--- config.mk ---
export PLATFORM = sky130hd
export DESIGN_NAME = ex_stage_flat
export DESIGN_NICKNAME = d
export VERILOG_FILES = /design/src/rtl/ex_stage_pkg.sv /design/src/rtl/ex_stage_if.sv /design/src/rtl/ex_stage_div_iter.sv /design/src/rtl/ex_stage.sv /design/src/flat_wrapper.sv
export SDC_FILE = /design/constraint.sdc
export NUM_CORES = 1
export LEC_CHECK = 0
export ABC_AREA = 1
export BUFFER_PORTS_ARGS = -buffer_cell sky130_fd_sc_hd__buf_2
export CORE_ASPECT_RATIO = 1.4
export CORE_MARGIN = 2
export CORE_UTILIZATION = 50
export DETAILED_ROUTE_END_ITERATION = 7
export PLACE_DENSITY = 0.71
export SETUP_SLACK_MARGIN = 0.02
export SLEW_MARGIN = 20
export SYNTH_ARGS = -nofsm -noshare
export SYNTH_HDL_FRONTEND = slang
export SYNTH_HIERARCHICAL = 1
export SYNTH_SLANG_ARGS = --single-unit
export TNS_END_PERCENT = 30
--- constraint.sdc ---
create_clock -name clk -period 5.4 [get_ports clk]
set_input_delay 0.27 -clock clk [delete_from_list [all_inputs] [get_ports clk]]
set_output_delay 0.27 -clock clk [all_outputs]
set_load 0.005 [all_outputs]
--- src/rtl/ex_stage_pkg.sv ---
// Shared types and constants for the EX stage: bus layouts, stall vector,
// ALU/operand select bit positions, divider encodings and FSM states.
package ex_stage_pkg;

  localparam int DIV_CYCLES_DEFAULT = 32;

  // Stall vector: one bit per pipeline stage, STOP freezes that stage
  typedef logic [5:0] stall_bus_t;
  localparam logic STOP     = 1'b1;
  localparam logic NO_STOP  = 1'b0;
  localparam int   STALL_ID = 2;
  localparam int   STALL_EX = 3;

  // One-hot alu_op bit positions, add is the most significant bit
  localparam int ALU_ADD  = 11;
  localparam int ALU_SUB  = 10;
  localparam int ALU_SLT  = 9;
  localparam int ALU_SLTU = 8;
  localparam int ALU_AND  = 7;
  localparam int ALU_NOR  = 6;
  localparam int ALU_OR   = 5;
  localparam int ALU_XOR  = 4;
  localparam int ALU_SLL  = 3;
  localparam int ALU_SRL  = 2;
  localparam int ALU_SRA  = 1;
  localparam int ALU_LUI  = 0;

  // One-hot operand selects
  localparam int SRC1_RS    = 0;
  localparam int SRC1_PC    = 1;
  localparam int SRC1_SA    = 2;
  localparam int SRC2_RT    = 0;
  localparam int SRC2_SIMM  = 1;
  localparam int SRC2_EIGHT = 2;
  localparam int SRC2_ZIMM  = 3;

  localparam logic [1:0] DIV_OP_DIV  = 2'b10;
  localparam logic [1:0] DIV_OP_DIVU = 2'b01;

  typedef enum logic [1:0] {DIV_IDLE, DIV_BUSY, DIV_DONE} div_state_e;

  typedef struct packed {
    logic [1:0]  div_op;
    logic [1:0]  mem_op;
    logic [31:0] pc;
    logic [31:0] inst;
    logic [11:0] alu_op;
    logic [2:0]  sel_src1;
    logic [3:0]  sel_src2;
    logic        ram_en;
    logic [3:0]  ram_wen;
    logic        rf_we;
    logic [4:0]  rf_waddr;
    logic        sel_rf_res;
    logic [31:0] rdata1;
    logic [31:0] rdata2;
  } id_to_ex_t;

  typedef struct packed {
    logic [1:0]  mem_op;
    logic [31:0] pc;
    logic        ram_en;
    logic        rf_we;
    logic [4:0]  rf_waddr;
    logic        sel_rf_res;
    logic [31:0] ex_result;
    logic        hilo_we;
    logic [31:0] hi;
    logic [31:0] lo;
  } ex_to_mem_t;

  typedef struct packed {
    logic        rf_we;
    logic [4:0]  rf_waddr;
    logic [31:0] ex_result;
  } ex_to_rf_t;

  localparam int ID_TO_EX_WD  = $bits(id_to_ex_t);
  localparam int EX_TO_MEM_WD = $bits(ex_to_mem_t);
  localparam int EX_TO_RF_WD  = $bits(ex_to_rf_t);

  // Magnitude of a value; unsigned operands pass through untouched
  function automatic logic [31:0] abs32(input logic [31:0] v, input logic is_signed);
    return (is_signed && v[31]) ? (~v + 32'd1) : v;
  endfunction

endpackage

--- src/rtl/ex_stage_if.sv ---
// Bundle of the EX stage pipeline buses, forwarding, stall and data SRAM signals.
interface ex_stage_if;
  import ex_stage_pkg::*;

  stall_bus_t  stall;
  id_to_ex_t   id_to_ex_bus;
  ex_to_mem_t  ex_to_mem_bus;
  ex_to_rf_t   ex_to_rf_bus;
  logic        ex_is_load;
  logic        stallreq_for_ex;
  logic        data_sram_en;
  logic [3:0]  data_sram_wen;
  logic [31:0] data_sram_addr;
  logic [31:0] data_sram_wdata;

  // Pipeline side: drives stall and the ID bus, observes everything EX produces
  modport master (
    output stall, id_to_ex_bus,
    input  ex_to_mem_bus, ex_to_rf_bus, ex_is_load, stallreq_for_ex,
    input  data_sram_en, data_sram_wen, data_sram_addr, data_sram_wdata
  );

  // EX stage side
  modport slave (
    input  stall, id_to_ex_bus,
    output ex_to_mem_bus, ex_to_rf_bus, ex_is_load, stallreq_for_ex,
    output data_sram_en, data_sram_wen, data_sram_addr, data_sram_wdata
  );

endinterface

--- src/rtl/ex_stage_div_iter.sv ---
// Iterative restoring divider, one quotient bit per cycle. Results are
// sign-corrected on the last step so quo/rem are final while done is high.
module div_iter
  import ex_stage_pkg::*;
#(
  parameter int DIV_CYCLES = DIV_CYCLES_DEFAULT
) (
  input  logic        clk,
  input  logic        rst,
  input  logic        start,
  input  logic        signed_op,
  input  logic        hold,
  input  logic [31:0] a,
  input  logic [31:0] b,
  output logic        busy,
  output logic        done,
  output logic [31:0] quo,
  output logic [31:0] rem
);

  div_state_e  state;
  logic [4:0]  cnt;
  logic [31:0] divisor;
  logic        sign_q;
  logic        sign_r;
  logic        div_zero;
  logic [33:0] trial;
  logic [31:0] step_quo;
  logic [31:0] step_rem;
  logic        unused_trial;

  assign busy = (state == DIV_BUSY);
  assign done = (state == DIV_DONE);
  assign unused_trial = trial[32];

  // One restoring step: shift the next dividend bit in and try to subtract
  always_comb begin
    trial    = {1'b0, rem, quo[31]} - {2'b00, divisor};
    step_quo = {quo[30:0], ~trial[33]};
    step_rem = trial[33] ? {rem[30:0], quo[31]} : trial[31:0];
  end

  // Divider FSM; divide by zero leaves the quotient unsigned and the remainder equal to the dividend
  always_ff @(posedge clk) begin
    if (rst) begin
      state    <= DIV_IDLE;
      cnt      <= '0;
      divisor  <= '0;
      sign_q   <= 1'b0;
      sign_r   <= 1'b0;
      div_zero <= 1'b0;
      quo      <= '0;
      rem      <= '0;
    end else begin
      case (state)
        DIV_IDLE: begin
          if (start) begin
            quo      <= abs32(a, signed_op);
            rem      <= '0;
            divisor  <= abs32(b, signed_op);
            sign_q   <= signed_op & (a[31] ^ b[31]);
            sign_r   <= signed_op & a[31];
            div_zero <= (b == 32'd0);
            cnt      <= '0;
            state    <= DIV_BUSY;
          end
        end
        DIV_BUSY: begin
          cnt <= cnt + 5'd1;
          if (cnt == 5'(DIV_CYCLES - 1)) begin
            quo   <= (sign_q && !div_zero) ? (~step_quo + 32'd1) : step_quo;
            rem   <= sign_r ? (~step_rem + 32'd1) : step_rem;
            state <= DIV_DONE;
          end else begin
            quo <= step_quo;
            rem <= step_rem;
          end
        end
        DIV_DONE: begin
          if (!hold) state <= DIV_IDLE;
        end
        default: state <= DIV_IDLE;
      endcase
    end
  end

endmodule

--- src/rtl/ex_stage.sv ---
// Execute stage: ID->EX register, ALU, data SRAM request, forwarding bus and
// the iterative divider that freezes the front of the pipeline while it runs.
module ex_stage
  import ex_stage_pkg::*;
#(
  parameter int DIV_CYCLES = DIV_CYCLES_DEFAULT
) (
  input logic         clk,
  input logic         rst,
  ex_stage_if.slave   bus
);

  id_to_ex_t   ex_r;
  logic [15:0] imm;
  logic [4:0]  sa;
  logic [31:0] src1;
  logic [31:0] src2;
  logic [31:0] alu_result;
  logic        is_load;
  logic        stallreq;
  logic        div_busy;
  logic        div_done;
  logic [31:0] div_quo;
  logic [31:0] div_rem;
  logic        unused_bits;

  // ID->EX register: bubble when ID holds but EX moves, capture when ID moves, else hold
  always_ff @(posedge clk) begin
    if (rst) begin
      ex_r <= '0;
    end else if (bus.stall[STALL_ID] == STOP && bus.stall[STALL_EX] == NO_STOP) begin
      ex_r <= '0;
    end else if (bus.stall[STALL_ID] == NO_STOP) begin
      ex_r <= bus.id_to_ex_bus;
    end
  end

  assign imm = ex_r.inst[15:0];
  assign sa  = ex_r.inst[10:6];
  assign unused_bits = ^{ex_r.inst[31:16], bus.stall[5:4], bus.stall[1:0]};

  // Operand muxes and one-hot ALU; an empty select or op yields zero
  always_comb begin
    src1 = ({32{ex_r.sel_src1[SRC1_RS]}} & ex_r.rdata1)
         | ({32{ex_r.sel_src1[SRC1_PC]}} & ex_r.pc)
         | ({32{ex_r.sel_src1[SRC1_SA]}} & {27'd0, sa});
    src2 = ({32{ex_r.sel_src2[SRC2_RT]}}    & ex_r.rdata2)
         | ({32{ex_r.sel_src2[SRC2_SIMM]}}  & {{16{imm[15]}}, imm})
         | ({32{ex_r.sel_src2[SRC2_EIGHT]}} & 32'd8)
         | ({32{ex_r.sel_src2[SRC2_ZIMM]}}  & {16'd0, imm});
    alu_result = '0;
    if (ex_r.alu_op[ALU_ADD])  alu_result = alu_result | (src1 + src2);
    if (ex_r.alu_op[ALU_SUB])  alu_result = alu_result | (src1 - src2);
    if (ex_r.alu_op[ALU_SLT])  alu_result = alu_result | {31'd0, $signed(src1) < $signed(src2)};
    if (ex_r.alu_op[ALU_SLTU]) alu_result = alu_result | {31'd0, src1 < src2};
    if (ex_r.alu_op[ALU_AND])  alu_result = alu_result | (src1 & src2);
    if (ex_r.alu_op[ALU_NOR])  alu_result = alu_result | ~(src1 | src2);
    if (ex_r.alu_op[ALU_OR])   alu_result = alu_result | (src1 | src2);
    if (ex_r.alu_op[ALU_XOR])  alu_result = alu_result | (src1 ^ src2);
    if (ex_r.alu_op[ALU_SLL])  alu_result = alu_result | (src2 << src1[4:0]);
    if (ex_r.alu_op[ALU_SRL])  alu_result = alu_result | (src2 >> src1[4:0]);
    if (ex_r.alu_op[ALU_SRA])  alu_result = alu_result | 32'($signed(src2) >>> src1[4:0]);
    if (ex_r.alu_op[ALU_LUI])  alu_result = alu_result | {imm, 16'd0};
  end

  div_iter #(.DIV_CYCLES(DIV_CYCLES)) u_div (
    .clk       (clk),
    .rst       (rst),
    .start     (ex_r.div_op != 2'b00),
    .signed_op (ex_r.div_op == DIV_OP_DIV),
    .hold      (bus.stall[STALL_EX] == STOP),
    .a         (ex_r.rdata1),
    .b         (ex_r.rdata2),
    .busy      (div_busy),
    .done      (div_done),
    .quo       (div_quo),
    .rem       (div_rem)
  );

  // The stall request rises in the very cycle a divide arrives so nothing behind it moves
  assign stallreq = ((ex_r.div_op != 2'b00) && !div_busy && !div_done) || div_busy;
  assign bus.stallreq_for_ex = stallreq;

  // sel_rf_res marks a load: the register file result comes from memory, not the ALU
  assign is_load        = ex_r.sel_rf_res;
  assign bus.ex_is_load = is_load;

  // A bubble is an all-zero bus, so only the divider stall needs explicit gating here
  assign bus.data_sram_en    = ex_r.ram_en & ~stallreq;
  assign bus.data_sram_wen   = stallreq ? 4'd0  : ex_r.ram_wen;
  assign bus.data_sram_addr  = stallreq ? 32'd0 : (ex_r.rdata1 + {{16{imm[15]}}, imm});
  assign bus.data_sram_wdata = stallreq ? 32'd0 : ex_r.rdata2;

  assign bus.ex_to_mem_bus = '{
    mem_op:     ex_r.mem_op,
    pc:         ex_r.pc,
    ram_en:     ex_r.ram_en,
    rf_we:      ex_r.rf_we,
    rf_waddr:   ex_r.rf_waddr,
    sel_rf_res: ex_r.sel_rf_res,
    ex_result:  alu_result,
    hilo_we:    div_done,
    hi:         div_done ? div_rem : 32'd0,
    lo:         div_done ? div_quo : 32'd0
  };

  assign bus.ex_to_rf_bus = '{
    rf_we:     ex_r.rf_we & ~is_load,
    rf_waddr:  ex_r.rf_waddr,
    ex_result: alu_result
  };

endmodule

--- src/flat_wrapper.sv ---
// flat-port wrapper written by rule: the top's interface ports become plain ports
module ex_stage_flat import ex_stage_pkg::*;
#(
  parameter int DIV_CYCLES = DIV_CYCLES_DEFAULT
)
  (clk, rst, bus_stall, bus_id_to_ex_bus, bus_ex_to_mem_bus, bus_ex_to_rf_bus, bus_ex_is_load, bus_stallreq_for_ex, bus_data_sram_en, bus_data_sram_wen, bus_data_sram_addr, bus_data_sram_wdata);
  ex_stage_if bus_i ();
  input logic clk;
  input logic rst;
  input wire logic [$bits(bus_i.stall)-1:0] bus_stall;
  input wire logic [$bits(bus_i.id_to_ex_bus)-1:0] bus_id_to_ex_bus;
  output wire logic [$bits(bus_i.ex_to_mem_bus)-1:0] bus_ex_to_mem_bus;
  output wire logic [$bits(bus_i.ex_to_rf_bus)-1:0] bus_ex_to_rf_bus;
  output wire logic [$bits(bus_i.ex_is_load)-1:0] bus_ex_is_load;
  output wire logic [$bits(bus_i.stallreq_for_ex)-1:0] bus_stallreq_for_ex;
  output wire logic [$bits(bus_i.data_sram_en)-1:0] bus_data_sram_en;
  output wire logic [$bits(bus_i.data_sram_wen)-1:0] bus_data_sram_wen;
  output wire logic [$bits(bus_i.data_sram_addr)-1:0] bus_data_sram_addr;
  output wire logic [$bits(bus_i.data_sram_wdata)-1:0] bus_data_sram_wdata;
  assign bus_i.stall = bus_stall;
  assign bus_i.id_to_ex_bus = bus_id_to_ex_bus;
  assign bus_ex_to_mem_bus = bus_i.ex_to_mem_bus;
  assign bus_ex_to_rf_bus = bus_i.ex_to_rf_bus;
  assign bus_ex_is_load = bus_i.ex_is_load;
  assign bus_stallreq_for_ex = bus_i.stallreq_for_ex;
  assign bus_data_sram_en = bus_i.data_sram_en;
  assign bus_data_sram_wen = bus_i.data_sram_wen;
  assign bus_data_sram_addr = bus_i.data_sram_addr;
  assign bus_data_sram_wdata = bus_i.data_sram_wdata;
  ex_stage #(.DIV_CYCLES(DIV_CYCLES)) u_core (.clk(clk), .rst(rst), .bus(bus_i));
endmodule
## Word-level counts from Yosys, hierarchy flattened

Index checks and enable logic that the tools add are counted.

- Bits of input ports: 171
- Output and inout bits: 248
- Flip-flop bits (word level): 253

- Eq/ne operators: 7
- Reductions and logical operators: 18
- Shifts and indexed selects: 3
- Magnitude comparators: 2
- Bitwise logic cells: 39
- Muxes and demuxes: 34
- Add/subtract/negate cells: 9

Operators with widths:

| cell | count |
|---|---|
| $mux 32 | 25 |
| $or 32x32->32 | 14 |
| $and 32x32->32 | 5 |
| $not 32->32 | 5 |
| $add 32x1->32 const B | 4 |
| $pmux 32 s2 | 2 |
| $add 32x32->32 | 2 |
| $lt 32x32->1 | 2 |
| $or 32x1->32 | 2 |
| $sub 33x32->34 | 1 |
| $and 32x16->32 | 1 |
| $and 32x5->32 | 1 |
| $logic_not 32->1 | 1 |
| $or 32x4->32 | 1 |
| $shl 32x5->32 | 1 |
| $shr 32x5->32 | 1 |
| $sshr 32x5->32 | 1 |
| $sub 32x32->32 | 1 |
| $xor 32x32->32 | 1 |
| $pmux 5 s2 | 1 |
| $logic_and 1x1->1 | 6 |
| $mux 2 | 3 |
| $ne 2x2->1 const B | 3 |
| $pmux 2 s3 | 1 |
| other kinds (16) | 27 |

## Logic depth before layout (Yosys ltp)

- Depth after elaboration: 28
- Mapped depth: 30

## Hierarchy

Netlist, hierarchy kept.

By module, submodules not included:

| module | area each (µm²) | cells each | sequential area each (µm²) | instances |
|---|---|---|---|---|
| ex_stage | 19170.9 | 3452 | 2942.8 | 1 |
| div_iter | 10333.7 | 1799 | 2122.0 | 1 |

## Worst setup path before layout

OpenSTA, ideal clock, no wires.

- Path type: register to register
- From: reg u_core.u_div.rem[25]
- To: reg u_core.u_div.quo[24]
- Stages on the path, launching flop included: 26
- Setup slack: 1.753 ns
- Required time: 5.284 ns
- Data arrival time: 3.531 ns
- Setup time: 0.116 ns
- Cell sequence: dfxtp_1 > ha_1 > a21oi_2 > nor2_1 > o21ai_1 > nand2_1 > a21oi_4 > nand2_8 > inv_2 > buf_4 > ha_1 > inv_1 > nor3_1 > nand3_1 > nor2_1 > nand2_1 > nor3_1 > nand4_1 > nor3_1 > nand3_1 > nand2_1 > a21oi_1 > o21ai_0 > nand3_1 > o211ai_1 > inv_1

- Word-level cells in the longest chain between the ends: 7

RTL lines:

| item | line | source |
|---|---|---|
| start, declared | ex_stage_div_iter.sv:18 | `output logic [31:0] rem` |
| start signal, assigned | ex_stage_div_iter.sv:72 | `rem <= sign_r ? (~step_rem + 32'd1) : step_rem;` |
| start signal, assigned | ex_stage_div_iter.sv:76 | `rem <= step_rem;` |
| $sub 33x32->34 | ex_stage_div_iter.sv:38 | `trial = {1'b0, rem, quo[31]} - {2'b00, divisor};` |
| $not 1->1 | ex_stage_div_iter.sv:39 | `step_quo = {quo[30:0], ~trial[33]};` |
| $not 32->32 | ex_stage_div_iter.sv:71 | `quo <= (sign_q && !div_zero) ? (~step_quo + 32'd1) : step_quo;` |
| $add 32x1->32 | ex_stage_div_iter.sv:71 |  |
| $mux 32 | ex_stage_div_iter.sv:71 |  |
| $mux 32 | ex_stage_div_iter.sv:70 | `if (cnt == 5'(DIV_CYCLES - 1)) begin` |
| $pmux 32 s2 | ex_stage_div_iter.sv:55 | `case (state)` |
| end signal, assigned | ex_stage_div_iter.sv:58 | `quo <= abs32(a, signed_op);` |
| end signal, assigned | ex_stage_div_iter.sv:71 |  |
| end signal, assigned | ex_stage_div_iter.sv:75 | `quo <= step_quo;` |
| end, declared | ex_stage_div_iter.sv:17 | `output logic [31:0] quo,` |

No other way between the ends.
A chain may end at the register's enable or synchronous reset.

## Worst setup path in the final report

- From: reg u_core/ex_r[110] (netlist bit)
- To: out bus_ex_to_mem_bus[86]

- Word-level cells in the longest chain between the ends: 28
- Elaborated cells between the ends (all ways): 37
- Those cells by class: add/sub (2); shift (3); mux (12); bitwise (20)

RTL lines:

| item | line | source |
|---|---|---|
| start, declared | ex_stage.sv:13 | `id_to_ex_t ex_r;` |
| start signal, assigned | ex_stage.sv:34 | `ex_r <= bus.id_to_ex_bus;` |
| $and 32x32->32 | ex_stage.sv:48 | `\| ({32{ex_r.sel_src2[SRC2_SIMM]}} & {{16{imm[15]}}, imm})` |
| $or 32x32->32 | ex_stage.sv:48 |  |
| $or 32x4->32 | ex_stage.sv:49 | `\| ({32{ex_r.sel_src2[SRC2_EIGHT]}} & 32'd8)` |
| $or 32x32->32 (*) | ex_stage.sv:50 | `\| ({32{ex_r.sel_src2[SRC2_ZIMM]}} & {16'd0, imm});` |
| $add 32x32->32 | ex_stage.sv:52 | `if (ex_r.alu_op[ALU_ADD]) alu_result = alu_result \| (src1 + src2);` |
| $mux 32 | ex_stage.sv:52 |  |
| $or 32x32->32 | ex_stage.sv:53 | `if (ex_r.alu_op[ALU_SUB]) alu_result = alu_result \| (src1 - src2);` |
| $mux 32 | ex_stage.sv:53 |  |
| (+12 left out) | n/a |  |
| $or 32x32->32 | ex_stage.sv:60 | `if (ex_r.alu_op[ALU_SLL]) alu_result = alu_result \| (src2 << src1[4:0]);` |
| $mux 32 | ex_stage.sv:60 |  |
| $or 32x32->32 | ex_stage.sv:61 | `if (ex_r.alu_op[ALU_SRL]) alu_result = alu_result \| (src2 >> src1[4:0]);` |
| $mux 32 | ex_stage.sv:61 |  |
| $or 32x32->32 | ex_stage.sv:62 | `if (ex_r.alu_op[ALU_SRA]) alu_result = alu_result \| 32'($signed(src2) >>> src1[4:0]);` |
| $mux 32 (*) | ex_stage.sv:62 |  |
| $or 32x32->32 | ex_stage.sv:63 | `if (ex_r.alu_op[ALU_LUI]) alu_result = alu_result \| {imm, 16'd0};` |
| $mux 32 (*) | ex_stage.sv:63 |  |
| end, declared | flat_wrapper.sv:12 | `output wire logic [$bits(bus_i.ex_to_mem_bus)-1:0] bus_ex_to_mem_bus;` |

Mark *: on every way between the ends. The rest lies on a longest branch, timed or not.

==> impl_metrics.py <==
metrics = {
    "worst_hold_path": {
        "holdCritPathClass": "in2reg",
        "hp-start": "bus_id_to_ex_bus[0]",
        "hold_end": "u_core/ex_r[0]",
        "hold_depth": 3,
    },
    "sta": {
        "worst_pin_slew_ps": 1090,
        "setup_tns_ps": 0,
        "min_period_ps": 4890,
        "finalSetupViolations": 0,
        "timing.final.ws_setup_ps": 514,
        "grt_setup_unrepaired": "no",
        "slew_headroom_pct": 26.9,
        "slew_violations": 0,
        "fin_skew_ps": 28.6,
        "final-hold-violation-count": 0,
        "period_share_pct": 90.5,
        "max_freq_ghz": 0.205,
    },
    "floorplan": {
        "die_w_um": 209,
        "initial_core_util_pct": 50.5,
        "die_area_sq_um": 61000,
        "fp-row-count": 105,
        "dieHeight_um": 291,
        "io_pins": 419,
        "core-area_sq_um": 58500,
    },
    "yosys": {
        "yosys_warnings": 6,
        "synth_area_sq_um": 29500,
        "synth_compound_area_share_pct": 19.5,
        "ys_types": 68,
        "synth-adder-area-share_pct": 6.33,
        "synth_xor_area_share_pct": 1.90,
        "synth.avg_cell_area_sq_um": 5.62,
        "muxShareOfSynthArea_pct": 0.0679,
        "synth-async-reset-ratio_pct": 0,
        "synthSimpleGateAreaFrac_pct": 41.1,
        "synth_top_family_by_area": "simple AND/OR/NAND/NOR gates",
        "ys.flop_type": "dfxtp_1",
        "ys_ff_latch": 253,
        "syn_nets": 5570,
        "synth_cells": 5251,
        "ys_seq_area_share_pct": 17.2,
        "synth_edf_count": 0,
    },
    "setup_path": {
        "cp-start-kind": "register",
        "cpPeakStageDelay_ps": 570,
        "slowest_stage": "ha_1",
        "path_buf_inv": 5,
        "reg2reg_to": "u_core/u_div/quo[24]",
        "crit_type": "reg2out",
        "worstPathArrival_ps": 4620,
        "r2r-start": "u_core/u_div/rem[7]",
        "crit_chain": "buf_4 > nand2_4 > o21ai_2 > buf_4 > inv_1 > ha_1 > inv_1 > nand2_1 > o2111ai_1 > a21oi_1 > nand3_1 > a21oi_1 > nand3_1 > nor2_1 > nand2_1 > buf_2",
        "crit_family": "simple AND/OR/NAND/NOR gates",
        "rrSetupSlack_ps": 1190,
        "ff2ff_path_depth": 28,
        "cp.required_ps": 5130,
        "critPathCaptureType": "primary output",
        "crit_path_max_fanout": 20,
    },
    "power_and_ir_drop": {
        "irDropWorstVdd_mv": 0.909,
        "powerDensity_nw_per_um2": 561,
        "leakagePower_nw": 17.6,
        "total_power_mw": 19.0,
    },
    "flow_run": {
        "drv_cap": 0,
    },
    "finish": {
        "area_growth_pct": 15.0,
        "nets": 5920,
        "mostFrequentLayoutCell": "nand2_1",
        "fillers": 6056,
        "layout-drive-gt1-share_pct": 13.1,
        "fin_area_sq_um": 33900,
        "stdcell_count": 6374,
        "multiInputGateArea_sq_um": 20400,
        "most-common-layout-cells": "1,648 x nand2_1, 612 x inv_1, 476 x a21oi_1",
        "ff_latch_area_sq_um": 5060,
    },
    "drt": {
        "ant_nets": 0,
        "vias": 37500,
        "drc": 0,
        "dr.pass1.iters": 8,
        "initialDrtViolationCount": 4059,
        "postRouteWirelength_mm": 148,
        "avgViaCountPerCell": 5.88,
        "wl_per_cell_um": 23.1,
    },
    "global_routing": {
        "grt_max_degree": 142,
        "grt_pass1_wl_mm": 215,
        "grtUsageTotal_pct": 46.6,
        "grt_pass1_vias": 35100,
        "antenna_found_initial": 4,
        "overflow": 0,
    },
    "place": {
        "placed_area_sq_um": 31500,
        "pre_cts_slack_ps": 1280,
        "routabilityCongestion": 1.12,
        "port_buffers": 398,
        "dp_hpwl_mm": 114,
        "dp.cells": 6176,
    },
    "cts": {
        "cts_sinks": 253,
        "cts_buffers": 30,
        "clock_latency_ps": 610,
        "htree_levels": 1,
        "cts_buffer_depth": 3,
        "cts_tree": "done",
        "clk_pin_slew_ps": 60,
        "ctsResizeCount": 0,
        "ctsRootBufferMaster": "clkbuf_16",
    },
    "status": {
        "outcome": "finished clean",
    },
}
## logic make-up after synthesis
logic type      count (synthesis)
mux                             2
xor+xnor                       64
compound gates               1006
fa+ha+maj                     148
simple gates                 2825
buf+inv                       953
flops                         253
## per-layer routing
layer | wire length (um) | GRT usage (%) | up-vias
met1 | 50000 | 48.7 | 16900
met3 | 13200 | 9.15 | 675
met2 | 66000 | 76.4 | 2173
met4 | 18400 | 47.9 | 2
li1 | - | - | 17700
met5 | 13 | 0 | -
## worst max-delay path by stage
stage                                    start                    end  cells past startpoint
after floorplan           u_core/u_div/rem[25]   u_core/u_div/quo[24]                     25
after global placement     u_core/u_div/rem[7]   u_core/u_div/quo[24]                     28
after detailed placement   u_core/u_div/rem[7]   u_core/u_div/quo[24]                     28
after CTS                     u_core/ex_r[110]  bus_ex_to_mem_bus[86]                     16
after global routing          u_core/ex_r[110]  bus_ex_to_mem_bus[94]                     15
final                         u_core/ex_r[110]  bus_ex_to_mem_bus[86]                     16
## worst min-delay path: cells and delay by family
family	cells	cell delay [ps]
AO/OA/AOI/OAI	1	80
buffers and inverters	1	100
AND/OR/NAND/NOR	1	140
## power by group
group / internal (mW) / leakage, nW / total [mW] / switching, mW
registers: 2.07 / 2.07 / 2.38 / 0.312
clock network: 1.30 / 0.516 / 2.22 / 0.924
logic: 4.51 / 15.0 / 14.4 / 9.93
## timing repair
action | CTS | global route
hold endpoints to repair | 142 | 0
buffers inserted | 0 | 0
hold buffers | 142 | 0
## registers in the layout (all words and copies together) (netlist names)
signal,cells
u_core/bus.ex_is_load,1
u_core/bus.ex_to_mem_bus,41
u_core/ex_r,105
u_core/u_div/cnt,5
u_core/u_div/div_zero,1
u_core/u_div/divisor,32
u_core/u_div/quo,32
u_core/u_div/rem,32
u_core/u_div/sign_q,1
u_core/u_div/sign_r,1
u_core/u_div/state,2
## through the flow
stage / utilization, % / hold slack (ps)
global placement: 53.8 / 453
detailed placement: 53.8 / 457
finish: 58.0 / 34.5
CTS: 58.0 / 3.20
floorplan: - / 361
global route: 58.0 / 34.1
## final cells by class
type                       count  area share [%]
antenna                        1         0.00737
sequential                   253            14.9
multi-input combinational   4045            60.0
clock inverter                15           0.586
inverter                     649            7.20
timing repair buffer         622            12.0
tap                          749            2.76
clock buffer                  40            2.50
## synthesized netlist by cell type, types with 33 or more instances
library cell,n,area share [%]
dfxtp_1,253,17
o21ai_0,240,4.1
o21ai_1,43,0.73
nand2_2,59,1.3
a21oi_1,476,8.1
buf_4,93,2.4
nor2_2,33,0.70
xor2_1,38,1.1
nand3_1,437,7.4
o211ai_1,44,1.1
nor3_1,58,0.98
nand2_1,1648,21
inv_1,614,7.8
nand4_1,49,1.0
buf_2,42,0.71
clkbuf_1,142,1.8
nor2_1,423,5.4
ha_1,146,6.2
Note: power is estimated with default switching activity, not from simulation.
